File: src/rtl/adc_pkg.sv
// Shared constants and state encoding for the EG4S20 hard-ADC scan sequencer.
package adc_pkg;

    localparam int unsigned ADC_DW          = 12;
    localparam int unsigned ADC_SW          = 3;
    localparam int unsigned PWRUP_CYC_DEF   = 16;
    localparam int unsigned SETTLE_CYC_DEF  = 4;
    localparam int unsigned TIMEOUT_CYC_DEF = 255;
    localparam int unsigned CNT_W           = 16;

    typedef enum logic [2:0] {
        StIdle,
        StPwrup,
        StSettle,
        StSoc,
        StWait,
        StNext
    } scan_state_e;

endpackage

File: src/rtl/adc_scan_ctrl_if.sv
// Host-side control, adc_core hookup and result signals of the scan sequencer.
interface adc_scan_ctrl_if #(
    parameter int unsigned NCH = 8
);

    logic [NCH-1:0]             en_mask;
    logic                       start;
    logic                       cont;
    logic                       abort;
    logic                       busy;
    logic                       adc_pd;
    logic [adc_pkg::ADC_SW-1:0] adc_s;
    logic                       adc_soc;
    logic                       adc_eoc;
    logic [adc_pkg::ADC_DW-1:0] adc_dout;
    logic                       res_valid;
    logic [adc_pkg::ADC_SW-1:0] res_ch;
    logic [adc_pkg::ADC_DW-1:0] res_data;
    logic                       timeout_err;

    modport master (
        output en_mask, start, cont, abort, adc_eoc, adc_dout,
        input  busy, adc_pd, adc_s, adc_soc, res_valid, res_ch, res_data, timeout_err
    );

    modport slave (
        input  en_mask, start, cont, abort, adc_eoc, adc_dout,
        output busy, adc_pd, adc_s, adc_soc, res_valid, res_ch, res_data, timeout_err
    );

endinterface

File: src/rtl/adc_ch_pick.sv
// Finds the lowest enabled channel, or the next enabled channel above cur_i.
module adc_ch_pick
    import adc_pkg::*;
#(
    parameter int unsigned NCH = 8
) (
    input  logic [NCH-1:0]    mask_i,
    input  logic [ADC_SW-1:0] cur_i,
    input  logic              from_low_i,
    output logic [ADC_SW-1:0] ch_o,
    output logic              found_o
);

    always_comb begin
        ch_o    = '0;
        found_o = 1'b0;
        // Descending walk so the lowest qualifying channel is the last one written.
        for (int i = int'(NCH) - 1; i >= 0; i--) begin
            if (mask_i[i] && (from_low_i || (i > int'(cur_i)))) begin
                ch_o    = ADC_SW'(i);
                found_o = 1'b1;
            end
        end
    end

endmodule

File: src/rtl/adc_scan_ctrl.sv
// Scan sequencer for adc_core: walks an enable mask, averages 2^AVG_LOG2 samples per channel.
module adc_scan_ctrl
    import adc_pkg::*;
#(
    parameter int unsigned NCH         = 8,
    parameter int unsigned AVG_LOG2    = 2,
    parameter int unsigned PWRUP_CYC   = PWRUP_CYC_DEF,
    parameter int unsigned SETTLE_CYC  = SETTLE_CYC_DEF,
    parameter int unsigned TIMEOUT_CYC = TIMEOUT_CYC_DEF
) (
    input logic              clk,
    input logic              res,
    adc_scan_ctrl_if.slave   bus_io
);

    localparam int unsigned SMP_W = AVG_LOG2 + 1;
    localparam int unsigned ACC_W = ADC_DW + AVG_LOG2;
    localparam logic [SMP_W-1:0] NSMP = SMP_W'(1 << AVG_LOG2);

    scan_state_e       state_q;
    logic [NCH-1:0]    mask_q;
    logic [CNT_W-1:0]  cnt_q;
    logic [SMP_W-1:0]  smp_q;
    logic [ACC_W-1:0]  acc_q;
    logic              busy_q, adc_pd_q, adc_soc_q, res_valid_q, tmo_err_q;
    logic [ADC_SW-1:0] adc_s_q, res_ch_q;
    logic [ADC_DW-1:0] res_data_q;

    logic [ADC_SW-1:0] pick_ch, wrap_ch;
    logic              pick_found, wrap_found;
    logic [SMP_W-1:0]  smp_nxt;
    logic [ACC_W-1:0]  acc_sum;

    assign smp_nxt = smp_q + 1'b1;
    assign acc_sum = acc_q + ACC_W'(bus_io.adc_dout);

    // First channel after power-up, or the next one above the current channel.
    adc_ch_pick #(.NCH(NCH)) u_pick (
        .mask_i     (mask_q),
        .cur_i      (adc_s_q),
        .from_low_i (state_q == StPwrup),
        .ch_o       (pick_ch),
        .found_o    (pick_found)
    );

    // Lowest channel of the live mask, used when a continuous scan wraps.
    adc_ch_pick #(.NCH(NCH)) u_wrap (
        .mask_i     (bus_io.en_mask),
        .cur_i      ('0),
        .from_low_i (1'b1),
        .ch_o       (wrap_ch),
        .found_o    (wrap_found)
    );

    always_ff @(posedge clk or posedge res) begin
        if (res) begin
            state_q     <= StIdle;
            mask_q      <= '0;
            cnt_q       <= '0;
            smp_q       <= '0;
            acc_q       <= '0;
            busy_q      <= 1'b0;
            adc_pd_q    <= 1'b1;
            adc_s_q     <= '0;
            adc_soc_q   <= 1'b0;
            res_valid_q <= 1'b0;
            res_ch_q    <= '0;
            res_data_q  <= '0;
            tmo_err_q   <= 1'b0;
        end else begin
            adc_soc_q   <= 1'b0;
            res_valid_q <= 1'b0;
            if (bus_io.abort && (state_q != StIdle)) begin
                state_q  <= StIdle;
                busy_q   <= 1'b0;
                adc_pd_q <= 1'b1;
            end else begin
                unique case (state_q)
                    StIdle: begin
                        if (bus_io.start && !bus_io.abort && (|bus_io.en_mask)) begin
                            mask_q    <= bus_io.en_mask;
                            tmo_err_q <= 1'b0;
                            busy_q    <= 1'b1;
                            adc_pd_q  <= 1'b0;
                            cnt_q     <= CNT_W'(PWRUP_CYC - 1);
                            state_q   <= StPwrup;
                        end
                    end
                    StPwrup: begin
                        if (cnt_q == '0) begin
                            adc_s_q <= pick_ch;
                            cnt_q   <= CNT_W'(SETTLE_CYC - 1);
                            state_q <= StSettle;
                        end else begin
                            cnt_q <= cnt_q - 1'b1;
                        end
                    end
                    StSettle: begin
                        if (cnt_q == '0) begin
                            acc_q     <= '0;
                            smp_q     <= '0;
                            adc_soc_q <= 1'b1;
                            state_q   <= StSoc;
                        end else begin
                            cnt_q <= cnt_q - 1'b1;
                        end
                    end
                    StSoc: begin
                        cnt_q   <= CNT_W'(TIMEOUT_CYC - 1);
                        state_q <= StWait;
                    end
                    StWait: begin
                        // An eoc on the final allowed cycle still wins over the timeout.
                        if (bus_io.adc_eoc) begin
                            acc_q <= acc_sum;
                            smp_q <= smp_nxt;
                            if (smp_nxt == NSMP) begin
                                res_valid_q <= 1'b1;
                                res_ch_q    <= adc_s_q;
                                res_data_q  <= ADC_DW'(acc_sum >> AVG_LOG2);
                                state_q     <= StNext;
                            end else begin
                                adc_soc_q <= 1'b1;
                                state_q   <= StSoc;
                            end
                        end else if (cnt_q == '0) begin
                            tmo_err_q <= 1'b1;
                            busy_q    <= 1'b0;
                            adc_pd_q  <= 1'b1;
                            state_q   <= StIdle;
                        end else begin
                            cnt_q <= cnt_q - 1'b1;
                        end
                    end
                    StNext: begin
                        if (pick_found) begin
                            adc_s_q <= pick_ch;
                            cnt_q   <= CNT_W'(SETTLE_CYC - 1);
                            state_q <= StSettle;
                        end else if (bus_io.cont && wrap_found) begin
                            mask_q  <= bus_io.en_mask;
                            adc_s_q <= wrap_ch;
                            cnt_q   <= CNT_W'(SETTLE_CYC - 1);
                            state_q <= StSettle;
                        end else begin
                            busy_q   <= 1'b0;
                            adc_pd_q <= 1'b1;
                            state_q  <= StIdle;
                        end
                    end
                    default: state_q <= StIdle;
                endcase
            end
        end
    end

    assign bus_io.busy        = busy_q;
    assign bus_io.adc_pd      = adc_pd_q;
    assign bus_io.adc_s       = adc_s_q;
    assign bus_io.adc_soc     = adc_soc_q;
    assign bus_io.res_valid   = res_valid_q;
    assign bus_io.res_ch      = res_ch_q;
    assign bus_io.res_data    = res_data_q;
    assign bus_io.timeout_err = tmo_err_q;

endmodule
File: src/flat_wrapper.sv
// flat-port wrapper written by rule: the top's interface ports become plain ports
module adc_scan_ctrl_flat import adc_pkg::*;
#(
    parameter int unsigned NCH         = 8,
    parameter int unsigned AVG_LOG2    = 2,
    parameter int unsigned PWRUP_CYC   = PWRUP_CYC_DEF,
    parameter int unsigned SETTLE_CYC  = SETTLE_CYC_DEF,
    parameter int unsigned TIMEOUT_CYC = TIMEOUT_CYC_DEF
)
  (clk, res, bus_io_en_mask, bus_io_start, bus_io_cont, bus_io_abort, bus_io_adc_eoc, bus_io_adc_dout, bus_io_busy, bus_io_adc_pd, bus_io_adc_s, bus_io_adc_soc, bus_io_res_valid, bus_io_res_ch, bus_io_res_data, bus_io_timeout_err);
  adc_scan_ctrl_if #(.NCH(NCH)) bus_io_i ();
  input logic clk;
  input logic res;
  input wire logic [$bits(bus_io_i.en_mask)-1:0] bus_io_en_mask;
  input wire logic [$bits(bus_io_i.start)-1:0] bus_io_start;
  input wire logic [$bits(bus_io_i.cont)-1:0] bus_io_cont;
  input wire logic [$bits(bus_io_i.abort)-1:0] bus_io_abort;
  input wire logic [$bits(bus_io_i.adc_eoc)-1:0] bus_io_adc_eoc;
  input wire logic [$bits(bus_io_i.adc_dout)-1:0] bus_io_adc_dout;
  output wire logic [$bits(bus_io_i.busy)-1:0] bus_io_busy;
  output wire logic [$bits(bus_io_i.adc_pd)-1:0] bus_io_adc_pd;
  output wire logic [$bits(bus_io_i.adc_s)-1:0] bus_io_adc_s;
  output wire logic [$bits(bus_io_i.adc_soc)-1:0] bus_io_adc_soc;
  output wire logic [$bits(bus_io_i.res_valid)-1:0] bus_io_res_valid;
  output wire logic [$bits(bus_io_i.res_ch)-1:0] bus_io_res_ch;
  output wire logic [$bits(bus_io_i.res_data)-1:0] bus_io_res_data;
  output wire logic [$bits(bus_io_i.timeout_err)-1:0] bus_io_timeout_err;
  assign bus_io_i.en_mask = bus_io_en_mask;
  assign bus_io_i.start = bus_io_start;
  assign bus_io_i.cont = bus_io_cont;
  assign bus_io_i.abort = bus_io_abort;
  assign bus_io_i.adc_eoc = bus_io_adc_eoc;
  assign bus_io_i.adc_dout = bus_io_adc_dout;
  assign bus_io_busy = bus_io_i.busy;
  assign bus_io_adc_pd = bus_io_i.adc_pd;
  assign bus_io_adc_s = bus_io_i.adc_s;
  assign bus_io_adc_soc = bus_io_i.adc_soc;
  assign bus_io_res_valid = bus_io_i.res_valid;
  assign bus_io_res_ch = bus_io_i.res_ch;
  assign bus_io_res_data = bus_io_i.res_data;
  assign bus_io_timeout_err = bus_io_i.timeout_err;
  adc_scan_ctrl #(.NCH(NCH), .AVG_LOG2(AVG_LOG2), .PWRUP_CYC(PWRUP_CYC), .SETTLE_CYC(SETTLE_CYC), .TIMEOUT_CYC(TIMEOUT_CYC)) u_core (.clk(clk), .res(res), .bus_io(bus_io_i));
endmodule
File: config.mk
export PLATFORM = sky130hd
export DESIGN_NAME = adc_scan_ctrl_flat
export DESIGN_NICKNAME = d
export VERILOG_FILES = /design/src/rtl/adc_pkg.sv /design/src/rtl/adc_scan_ctrl_if.sv /design/src/rtl/adc_ch_pick.sv /design/src/rtl/adc_scan_ctrl.sv /design/src/flat_wrapper.sv
export SDC_FILE = /design/constraint.sdc
export NUM_CORES = 1
export LEC_CHECK = 0
export BUFFER_PORTS_ARGS = -buffer_cell sky130_fd_sc_hd__buf_4
export CAP_MARGIN = 20
export CORE_MARGIN = 2
export CORE_UTILIZATION = 45
export CTS_BUF_LIST = sky130_fd_sc_hd__clkbuf_8
export CTS_CLUSTER_DIAMETER = 100
export CTS_CLUSTER_SIZE = 30
export DETAILED_ROUTE_END_ITERATION = 8
export PLACE_DENSITY = 0.75
export SLEW_MARGIN = 20
export SYNTH_ARGS = -nofsm -noshare
export SYNTH_HDL_FRONTEND = slang
export SYNTH_HIERARCHICAL = 1
export SYNTH_SLANG_ARGS = --single-unit
File: constraint.sdc
create_clock -name clk -period 3.6 [get_ports clk]
set_input_delay 0.54 -clock clk [delete_from_list [all_inputs] [get_ports clk]]
set_output_delay 0.54 -clock clk [all_outputs]
set_load 0.005 [all_outputs]
==> impl_metrics.toml, run 1 <==
[power]
intPower_mw = 2.01
power_density_nw_per_um2 = 686
p_leak_nw = 2.39
switching_power_mw = 1.47
ir_worst_vdd_v = 0.000297
swShare_pct = 42.2
finalPower_mw = 3.48
pwr-share-comb_pct = 50.1
clockPowerShare_pct = 15.5
power_frac_seq_pct = 34.4

[clocking]
clock_sinks = 67
post-cts-setup-buffer-count = 0
cts_root_buffer = "clkbuf_8"
h-tree-depth = 3
cts_tree = "yes"
clkLatencyLatePin_ps = 340
ctsHoldBuffers = 0
cts_buffers = 9
clock_path_buffers = 2
cts_resized = 0
path_clk_slew_ps = 70

[timing]
setup_violations = 0
tightestPinTransition_ps = 1050
setup_tns_ps = 0
slew_headroom_pct = 30.0
fmax_ghz = 0.304
rsz0062_at_grt = "false"
fin_crit_sh_pct = 91.3
maxSlewViolCount = 0
finalHoldViolations = 0
skew_ps = 6.81
min_period_ps = 3290

[worst_setup_path]
r2r_end = "u_core/cnt_q[15]"
reg2reg_from = "u_core/state_q[0]"
crit_fanout = 15
regToRegSetupSlack_ps = 310
critPathRequiredTime_ps = 3830
startpoint_type = "flop"
rr_worst_depth = 13
crit_path_end_kind = "flop"
critPathArrivalTime_ps = 3520
critical_path_class = "reg2reg"

[global_routing]
grt.total_usage_pct = 22.1
grt_busiest_layer = "met2"
overflow = 0
use_met3_pct = 4.14
use_met1_pct = 30.1
grtUsageMet2_pct = 35.2
first_global_vias = 3898
grt_pass1_wl_mm = 18.5
grt_antenna_before_repair = 0
grt_max_degree = 43

[floorplanning]
core_sq_um = 9640
dieHeight_um = 103
ios = 49
die_x_um = 103
initial_core_util_pct = 45.9
rows = 36
die_area_sq_um = 10600

[drt]
drc = 0
first_pass_iters = 5
ant_nets = 0
num_vias = 3993
routedWlPerCell_um = 16.3
wl_mm = 11.0
viasPerCell = 5.90
drt_iter0_drc = 390

[placed_design]
place_inst = 662
gp_congestion = 0.927
hpwl_mm = 7.76
placed_area_sq_um = 4910
portBuffers = 48

[cells_and_area]
multi_input_area_sq_um = 2580
final_common_cell = "dfrtp_1"
insertedDiodeCount = 0
finalCoreUtilization_pct = 52.6
stdcell_area_sq_um = 5070
fin_nets = 583
final_cell_mix = "66 x dfrtp_1, 56 x buf_4, 48 x nand2_1, 43 x nor2_1, 36 x o21ai_0"
regArea_sq_um = 1680
fillers = 907
drive_gt1_share_pct = 19.9
area_growth_pct = 14.7
stdcell_count = 677

[synth]
synth_seq_cells = 67
ys_warn_count = 6
synth_edf_count = 0
synthCells = 488
synthDistinctLibCells = 65
avgSynthCellArea_sq_um = 9.06
syn_area_sq_um = 4420
synth.yosys.seq_area_share_pct = 38.0
ys.flop_type = "dfrtp_1"
async_flop_share_pct = 100

[status]
status = "complete, no violations"

[min_path]
hold_class = "in2async"

[job]
max_cap_violations = 0
-- routing by layer --
metal | up-vias | wire [um]
met5 | - | 0
met4 | 0 | 215
met3 | 29 | 752
met2 | 175 | 5210
met1 | 1902 | 4860
li1 | 1887 | -
-- kinds of logic (layout without fill, tap and decap cells) --
| group | Yosys count | in the layout | synth area share [%] |
|---|---|---|---|
| XOR/XNOR | 9 | 9 | 1.78 |
| AO/OA/AOI/OAI | 159 | 159 | 24.7 |
| buffers and inverters | 39 | 87 | 4.27 |
| adder cells (fa/ha/maj) | 18 | 18 | 5.21 |
| other | 2 | 10 | 0.170 |
| multiplexers | 22 | 22 | 5.55 |
| flip-flops | 67 | 67 | 38.0 |
| AND/OR/NAND/NOR | 172 | 172 | 20.4 |
-- power groups by stage --
| stage | clock [mW] | sequential (mW) | combinational (mW) |
|---|---|---|---|
| 4_1_cts | 0.554 | 1.19 | 1.71 |
| 2_1_floorplan | 0 | 1.12 | 1.40 |
| 3_5_place_dp | 0 | 1.20 | 1.70 |
| 5_1_grt | 0.593 | 1.23 | 1.93 |
| 6_report | 0.538 | 1.19 | 1.74 |
| 3_3_place_gp | 0 | 1.19 | 1.65 |
-- state kept, by name, indices dropped and copies added (netlist names) --
register                   flops
u_core/state_q                 3
u_core/bus_io.busy             1
u_core/bus_io.res_valid        1
u_core/mask_q                  8
u_core/smp_q                   3
u_core/cnt_q                  16
u_core/bus_io.res_data        12
u_core/bus_io.res_ch           3
u_core/bus_io.timeout_err      1
u_core/bus_io.adc_soc          1
u_core/bus_io.adc_pd           1
u_core/bus_io.adc_s            3
u_core/acc_q                  14
-- worst max-delay path by stage --
stage	startpoint	to
after detailed placement	u_core/state_q[0]	u_core/cnt_q[9]
after floorplan	u_core/state_q[2]	u_core/mask_q[0]
after global placement	u_core/state_q[0]	u_core/cnt_q[9]
after global routing	u_core/state_q[0]	u_core/cnt_q[15]
after CTS	u_core/state_q[0]	u_core/cnt_q[9]
final	u_core/state_q[0]	u_core/cnt_q[15]
-- cells in the mapped netlist, drive strengths merged, types with 3 or more instances --
cell | n | share of area (%)
o22ai | 6 | 0.85
and3 | 4 | 0.57
o22a | 6 | 1.2
o31ai | 4 | 0.68
dfrtp | 66 | 37
nor4 | 7 | 1.1
nand2 | 48 | 4.1
mux2 | 20 | 5.1
ha | 16 | 4.5
o2bb2ai | 6 | 1.2
a21o | 3 | 0.51
o211ai | 8 | 1.4
nand4 | 5 | 0.71
nor3 | 16 | 2.0
o2111ai | 4 | 0.79
nand3 | 5 | 0.57
o31a | 5 | 0.99
a22o | 19 | 3.8
nor2 | 43 | 3.7
a22oi | 3 | 0.51
buf | 13 | 2.0
a21oi | 26 | 3.0
nor4b | 3 | 0.93
o21a | 7 | 1.2
a31oi | 7 | 0.99
xnor2 | 6 | 1.2
or3 | 5 | 0.71
clkbuf | 10 | 0.91
inv | 15 | 1.3
xor2 | 3 | 0.59
or2 | 3 | 0.42
nand2b | 10 | 1.8
nor2b | 14 | 2.0
o21ai | 41 | 4.6
-- area by class of cell --
| cell class | count | share of cell area [%] |
|---|---|---|
| Tap cell | 133 | 3.28 |
| Clock inverter | 5 | 0.444 |
| Clock buffer | 10 | 2.72 |
| Multi-Input combinational cell | 390 | 51.0 |
| Sequential cell | 67 | 33.1 |
| Timing Repair Buffer | 56 | 8.29 |
| Inverter | 16 | 1.18 |
-- stage by stage --
step | setup WS (ps) | hold WS [ps]
floorplan | 499 | 451
global placement | 595 | 448
detailed placement | 429 | 454
CTS | 421 | 246
global route | 94.7 | 282
finish | 312 | 247
-- worst max-delay path: stages (launching register included) --
cell      delay, ps
dfrtp_1         360
inv_2            60
nor3_1          180
buf_4           190
nand3b_2        150
o22a_1          190
nor2_1           70
nand4_1         120
a21oi_1          80
a21oi_1         200
o221ai_1        210
a21oi_1         860
o21ai_0         230
a22o_1          290
Power figures use the tool's default switching activity.
==> run 2, diff against run 1 <==
--- a/config.mk
+++ b/config.mk
@@ -5,15 +5,15 @@
 export SDC_FILE = /design/constraint.sdc
 export NUM_CORES = 1
 export LEC_CHECK = 0
-export BUFFER_PORTS_ARGS = -buffer_cell sky130_fd_sc_hd__buf_4
 export CAP_MARGIN = 20
 export CORE_MARGIN = 2
 export CORE_UTILIZATION = 45
 export CTS_BUF_LIST = sky130_fd_sc_hd__clkbuf_8
-export CTS_CLUSTER_DIAMETER = 100
+export CTS_CLUSTER_DIAMETER = 30
 export CTS_CLUSTER_SIZE = 30
 export DETAILED_ROUTE_END_ITERATION = 8
-export PLACE_DENSITY = 0.75
+export DONT_BUFFER_PORTS = 1
+export PLACE_DENSITY = 0.71
 export SLEW_MARGIN = 20
 export SYNTH_ARGS = -nofsm -noshare
 export SYNTH_HDL_FRONTEND = slang
==> run 2 against run 1 <==
Effect of this change: utilization shrank 3.0 points; design area shrank 5.7%; sequential share of layout area grew 2.0 points; sequential power is essentially flat; largest cell class unchanged; largest power group unchanged; highest routed layer unchanged.
==> impl_metrics.toml, run 2 (same netlist as run 1, synthesis figures left out) <==
[global_routing]
overflow = 0
first_global_vias = 3710
grt_max_degree = 48
grt_antenna_before_repair = 0
grt_pass1_wl_mm = 17.5
grt.total_usage_pct = 20.9

[placed_design]
gp_congestion = 0.907
place_inst = 615
portBuffers = 0
hpwl_mm = 7.62

[worst_setup_path]
critPathArrivalTime_ps = 3190
critical_path_class = "reg2reg"
startpoint_type = "flop"
crit_path_end_kind = "flop"
crit_fanout = 10
critPathRequiredTime_ps = 3820

[timing]
rsz0062_at_grt = "false"
setup_tns_ps = 0
maxSlewViolCount = 0
finalHoldViolations = 0
skew_ps = 9.35
fin_crit_sh_pct = 82.7
min_period_ps = 2980
fmax_ghz = 0.336
slew_headroom_pct = 46.9
setup_violations = 0
tightestPinTransition_ps = 796

[status]
status = "complete, no violations"

[clocking]
post-cts-setup-buffer-count = 0
clkLatencyLatePin_ps = 340
h-tree-depth = 3
clock_path_buffers = 2
cts_root_buffer = "clkbuf_8"
cts_tree = "yes"
cts_buffers = 9
cts_resized = 0
clock_sinks = 67
ctsHoldBuffers = 0
path_clk_slew_ps = 70

[cells_and_area]
fillers = 924
regArea_sq_um = 1680
drive_gt1_share_pct = 12.9
area_growth_pct = 8.10
multi_input_area_sq_um = 2580
final_cell_mix = "66 x dfrtp_1, 48 x nand2_1, 43 x nor2_1, 36 x o21ai_0, 25 x a21oi_1"
stdcell_count = 631
largest-register = "u_core/cnt_q"
insertedDiodeCount = 0
largest_register_ffs = 16
final_common_cell = "dfrtp_1"
fin_nets = 536

[floorplanning]
core_sq_um = 9640
die_area_sq_um = 10600
die_x_um = 103
ios = 49
initial_core_util_pct = 45.9
dieHeight_um = 103
rows = 36

[job]
max_cap_violations = 0

[drt]
wl_mm = 10.5
ant_nets = 0
drt_iter0_drc = 242
routedWlPerCell_um = 16.6
viasPerCell = 6.02
first_pass_iters = 4
drc = 0
num_vias = 3797

[power]
ir_worst_vdd_v = 0.000386
p_leak_nw = 2.18
power_density_nw_per_um2 = 741

[min_path]
hold_class = "in2async"
## run 2: cell count changes in the layout (fill, tap and decap cells not counted)
cell and delta:
buf_4 -47, bufinv_16 +1, clkbuf_8 +3, clkinv_2 -2, clkinv_4 +1, inv_1 -2
## run 2: final timing paths
path	start	endpoint	slack, ps	cells past startpoint
worst max-delay path	u_core/state_q[0]	u_core/mask_q[7]	620	12
worst min-delay path	res	u_core/mask_q[6]	90	1
min in group clk	bus_io_abort	u_core/state_q[2]	250	1
max in group asynchronous	res	u_core/acc_q[6]	2550	2
worst max register to register	u_core/state_q[0]	u_core/mask_q[7]	620	12
worst min register to register	u_core/bus_io.adc_pd	u_core/bus_io.adc_pd	480	2
## run 2: area by class of cell
type	count	area share, %
clock buffers	13	3.74
repair buffers	9	1.41
clock inverters	3	0.916
multi-input cells	390	54.1
inverters	16	1.26
well taps	133	3.48
flip-flops and latches	67	35.1
## run 2: power by group
| part | switching, mW | leakage, nW | internal, mW |
|---|---|---|---|
| registers | 0.230 | 0.875 | 0.966 |
| logic | 0.920 | 1.19 | 0.743 |
| clock network | 0.284 | 0.116 | 0.396 |
## run 2: metal layers
metal | up-vias | part of all wire, % | track usage (%)
met2 | 117 | 50 | 36.1
met1 | 1858 | 43 | 25.7
li1 | 1809 | - | -
met4 | 0 | 1.4 | 6.68
met5 | - | 0 | 0
met3 | 13 | 6.3 | 5.08
## run 2: critical path, stage by stage (launching register included)
cell and delay [ps]:
dfrtp_1 390, inv_2 100, nor3_1 60, buf_4 160, nand3b_2 220, o22a_1 210, nor2_1 130, nand4_1 150
or3_1 350, nor3_1 140, nor2_1 70, nor3_2 470, mux2_2 410
## run 2: stage by stage
step / hold slack (ps) / cell area, sq um / util (%) / setup WS, ps / total power [mW]
CTS: 89.1 / 4780 / 49.6 / 629 / 3.54
floorplan: 451 / 4450 / - / 499 / 2.52
global route: 109 / 4780 / 49.6 / 305 / 3.81
detailed placement: 468 / 4560 / 47.3 / 650 / 2.84
global placement: 465 / 4560 / 47.3 / 773 / 2.77
finish: 91.7 / 4780 / 49.6 / 624 / 3.54
==> run 3, diff against run 2 <==
--- a/config.mk
+++ b/config.mk
@@ -5,6 +5,7 @@
 export SDC_FILE = /design/constraint.sdc
 export NUM_CORES = 1
 export LEC_CHECK = 0
+export ABC_AREA = 1
 export CAP_MARGIN = 20
 export CORE_MARGIN = 2
 export CORE_UTILIZATION = 45
==> constraint.sdc (replaced) <==
create_clock -name clk -period 3 [get_ports clk]
set_input_delay 0.45 -clock clk [delete_from_list [all_inputs] [get_ports clk]]
set_output_delay 0.45 -clock clk [all_outputs]
set_load 0.005 [all_outputs]
==> run 3 against run 2 <==
Effect of this change: sequential share of layout area is 2.2 points lower; non-clock buffer count is 4 lower; hold slack better by 110 ps; die area up 6.5%; clock-buffer cell count down 2; power is 40% higher; critical path type unchanged; largest cell class unchanged; highest routed layer unchanged.
==> impl_metrics.toml, run 3 <==
[worst_setup_path]
worst_path_most_repeated_cell = "nand2_1"
crit_chain = "inv_1, nand3_1, inv_1, inv_2, nand2_2, o21ai_2, nand2_1, nor2_1, nand4_1, inv_1, nand2_1, nand2_1, nand2_1, a21oi_1, nand3_1, nand2_1, o21ai_1"
crit_path_top_delay_cell = "dfrtp_1"
r2r_end = "u_core/bus_io.busy"
critPathTopFamily = "simple AND/OR/NAND/NOR gates"
critPathArrivalTime_ps = 3010
slowest_delay_ps = 420
critical_path_class = "reg2reg"
regToRegSetupSlack_ps = 210
crit_fanout = 6
startpoint_type = "flop"
rr_worst_depth = 17
critPathRequiredTime_ps = 3230
reg2reg_from = "u_core/state_q[2]"
crit_buf_inv = 4
crit_path_end_kind = "flop"

[power]
ir_worst_vdd_v = 0.000384
power_density_nw_per_um2 = 975
p_leak_nw = 2.91
finalPower_mw = 4.97

[min_path]
hold_class = "in2reg"
min_from = "bus_io_adc_eoc"
holdPathEnd = "u_core/state_q[2]"
min_path_cells = 1

[floorplanning]
core_sq_um = 10300
die_area_sq_um = 11300
ios = 49
dieHeight_um = 106
die_x_um = 106
initial_core_util_pct = 45.9
rows = 37

[cells_and_area]
final_cell_mix = "282 x nand2_1, 71 x inv_1, 66 x dfrtp_1, 58 x nor2_1, 56 x nand3_1"
finalCoreUtilization_pct = 49.6
largest_register_ffs = 16
insertedDiodeCount = 0
final_common_cell = "nand2_1"
largest-register = "u_core/cnt_q"
area_growth_pct = 7.92
fillers = 1021
drive_gt1_share_pct = 8.17
fin_nets = 760

[timing]
tightestPinTransition_ps = 612
finalHoldViolations = 0
min_period_ps = 2790
fin_crit_sh_pct = 92.8
setup_violations = 0
hold_slack_ps = 202
fmax_ghz = 0.359
maxSlewViolCount = 0
setup_slack_ps = 215
setup_tns_ps = 0
rsz0062_at_grt = "false"
slew_headroom_pct = 59.1
skew_ps = 8.62

[clocking]
cts_tree = "yes"
path_clk_slew_ps = 80
clkLatencyLatePin_ps = 340
clock_path_buffers = 2
cts_root_buffer = "clkbuf_8"
h-tree-depth = 3
cts_buffers = 9
post-cts-setup-buffer-count = 0
clock_sinks = 67

[drt]
drt_iter0_drc = 294
wl_mm = 11.5
first_pass_iters = 6
viasPerCell = 5.21
routedWlPerCell_um = 13.5
ant_nets = 0
drc = 0
num_vias = 4466

[synth]
yosysTopAreaCell = "dfrtp_1"
avgSynthCellArea_sq_um = 6.72
yosysMostFrequentCell = "nand2_1"
ys_warn_count = 6
syn_area_sq_um = 4720
synth_top_area_share_pct = 35.0
synthDistinctLibCells = 40
synth.yosys.seq_area_share_pct = 35.5
synth_area_leaders = "dfrtp_1 35%, nand2_1 22%, nand3_1 5.9%"
async_flop_share_pct = 100
synth_edf_count = 0
synth_seq_cells = 67
ys.flop_type = "dfrtp_1"
synthCells = 702
synth_common_cells = "282 x nand2_1, 70 x inv_1, 66 x dfrtp_1"

[placed_design]
portBuffers = 0
hpwl_mm = 8.67
gp_congestion = 0.965
dpl_worst_slack_ps = 369

[global_routing]
grt.total_usage_pct = 21.9
grt_antenna_before_repair = 0
grt_max_degree = 29
first_global_vias = 4436
grt_pass1_wl_mm = 20.3
overflow = 0

[job]
max_cap_violations = 0

[status]
status = "complete, no violations"
-- run 3: cell types whose count changed in the layout (fill, tap and decap cells not counted), moves of 12 or more --
cell / delta
a22o_1: -19
nor2b_1: -14
nand4_1: +12
nor2_1: +15
mux2_2: -20
nand3_1: +51
nand2_1: +234
nor3_1: -13
inv_1: +59
-- run 3: repair_timing --
action / 4_1_cts / 5_1_grt
setup endpoints to repair: 0 / 2
resized for setup: 0 / 1
hold endpoints to repair: 16 / 0
hold buffers: 1 / 0
-- run 3: cells by family after synthesis --
kind of cell             Yosys count  share of synthesized area [%]
buffers and inverters             90                           8.11
AO/OA/AOI/OAI                     73                           8.91
adder cells (fa/ha/maj)           17                           4.66
other                              2                          0.159
flip-flops                        67                           35.5
AND/OR/NAND/NOR                  440                           40.2
XOR/XNOR                          13                           2.41
-- run 3: through the flow --
step,cell area [sq um],std cells
after CTS,5090,858
after global routing,5090,858
after floorplan,4760,713
final,5090,858
after global placement,4870,841
after detailed placement,4870,841
-- run 3: how the worst max path moves through the flow --
stage / endpoint / start / cells after the start
6_report: u_core/bus_io.busy / u_core/state_q[2] / 17
5_1_grt: u_core/cnt_q[8] / u_core/state_q[2] / 15
4_1_cts: u_core/mask_q[6] / u_core/state_q[2] / 15
3_5_place_dp: u_core/mask_q[6] / u_core/state_q[2] / 15
3_3_place_gp: u_core/mask_q[7] / u_core/state_q[2] / 15
2_1_floorplan: u_core/cnt_q[10] / u_core/state_q[2] / 16
-- run 3: layer usage --
layer / share of wire, % / track usage [%] / wire [um]
met4: 1.7 / 6.31 / 201
met2: 48 / 38.3 / 5550
met3: 6.0 / 4.84 / 698
met1: 44 / 27.1 / 5100
met5: 0 / 0 / 0
-- run 3: area by class of cell --
class | instances | area, sq um | area share, %
multi-input cells | 556 | 2710 | 53.2
flip-flops and latches | 67 | 1680 | 32.9
inverters | 78 | 293 | 5.75
well taps | 136 | 170 | 3.34
clock buffers | 11 | 151 | 2.97
clock inverters | 5 | 53.8 | 1.06
repair buffers | 5 | 40.0 | 0.786
-- run 3: report_power, final --
| group | switching (mW) | total, mW | internal, mW |
|---|---|---|---|
| Combinational | 1.79 | 2.68 | 0.892 |
| Sequential | 0.291 | 1.50 | 1.21 |
| Clock | 0.360 | 0.785 | 0.425 |
| Total | 2.44 | 4.97 | 2.53 |
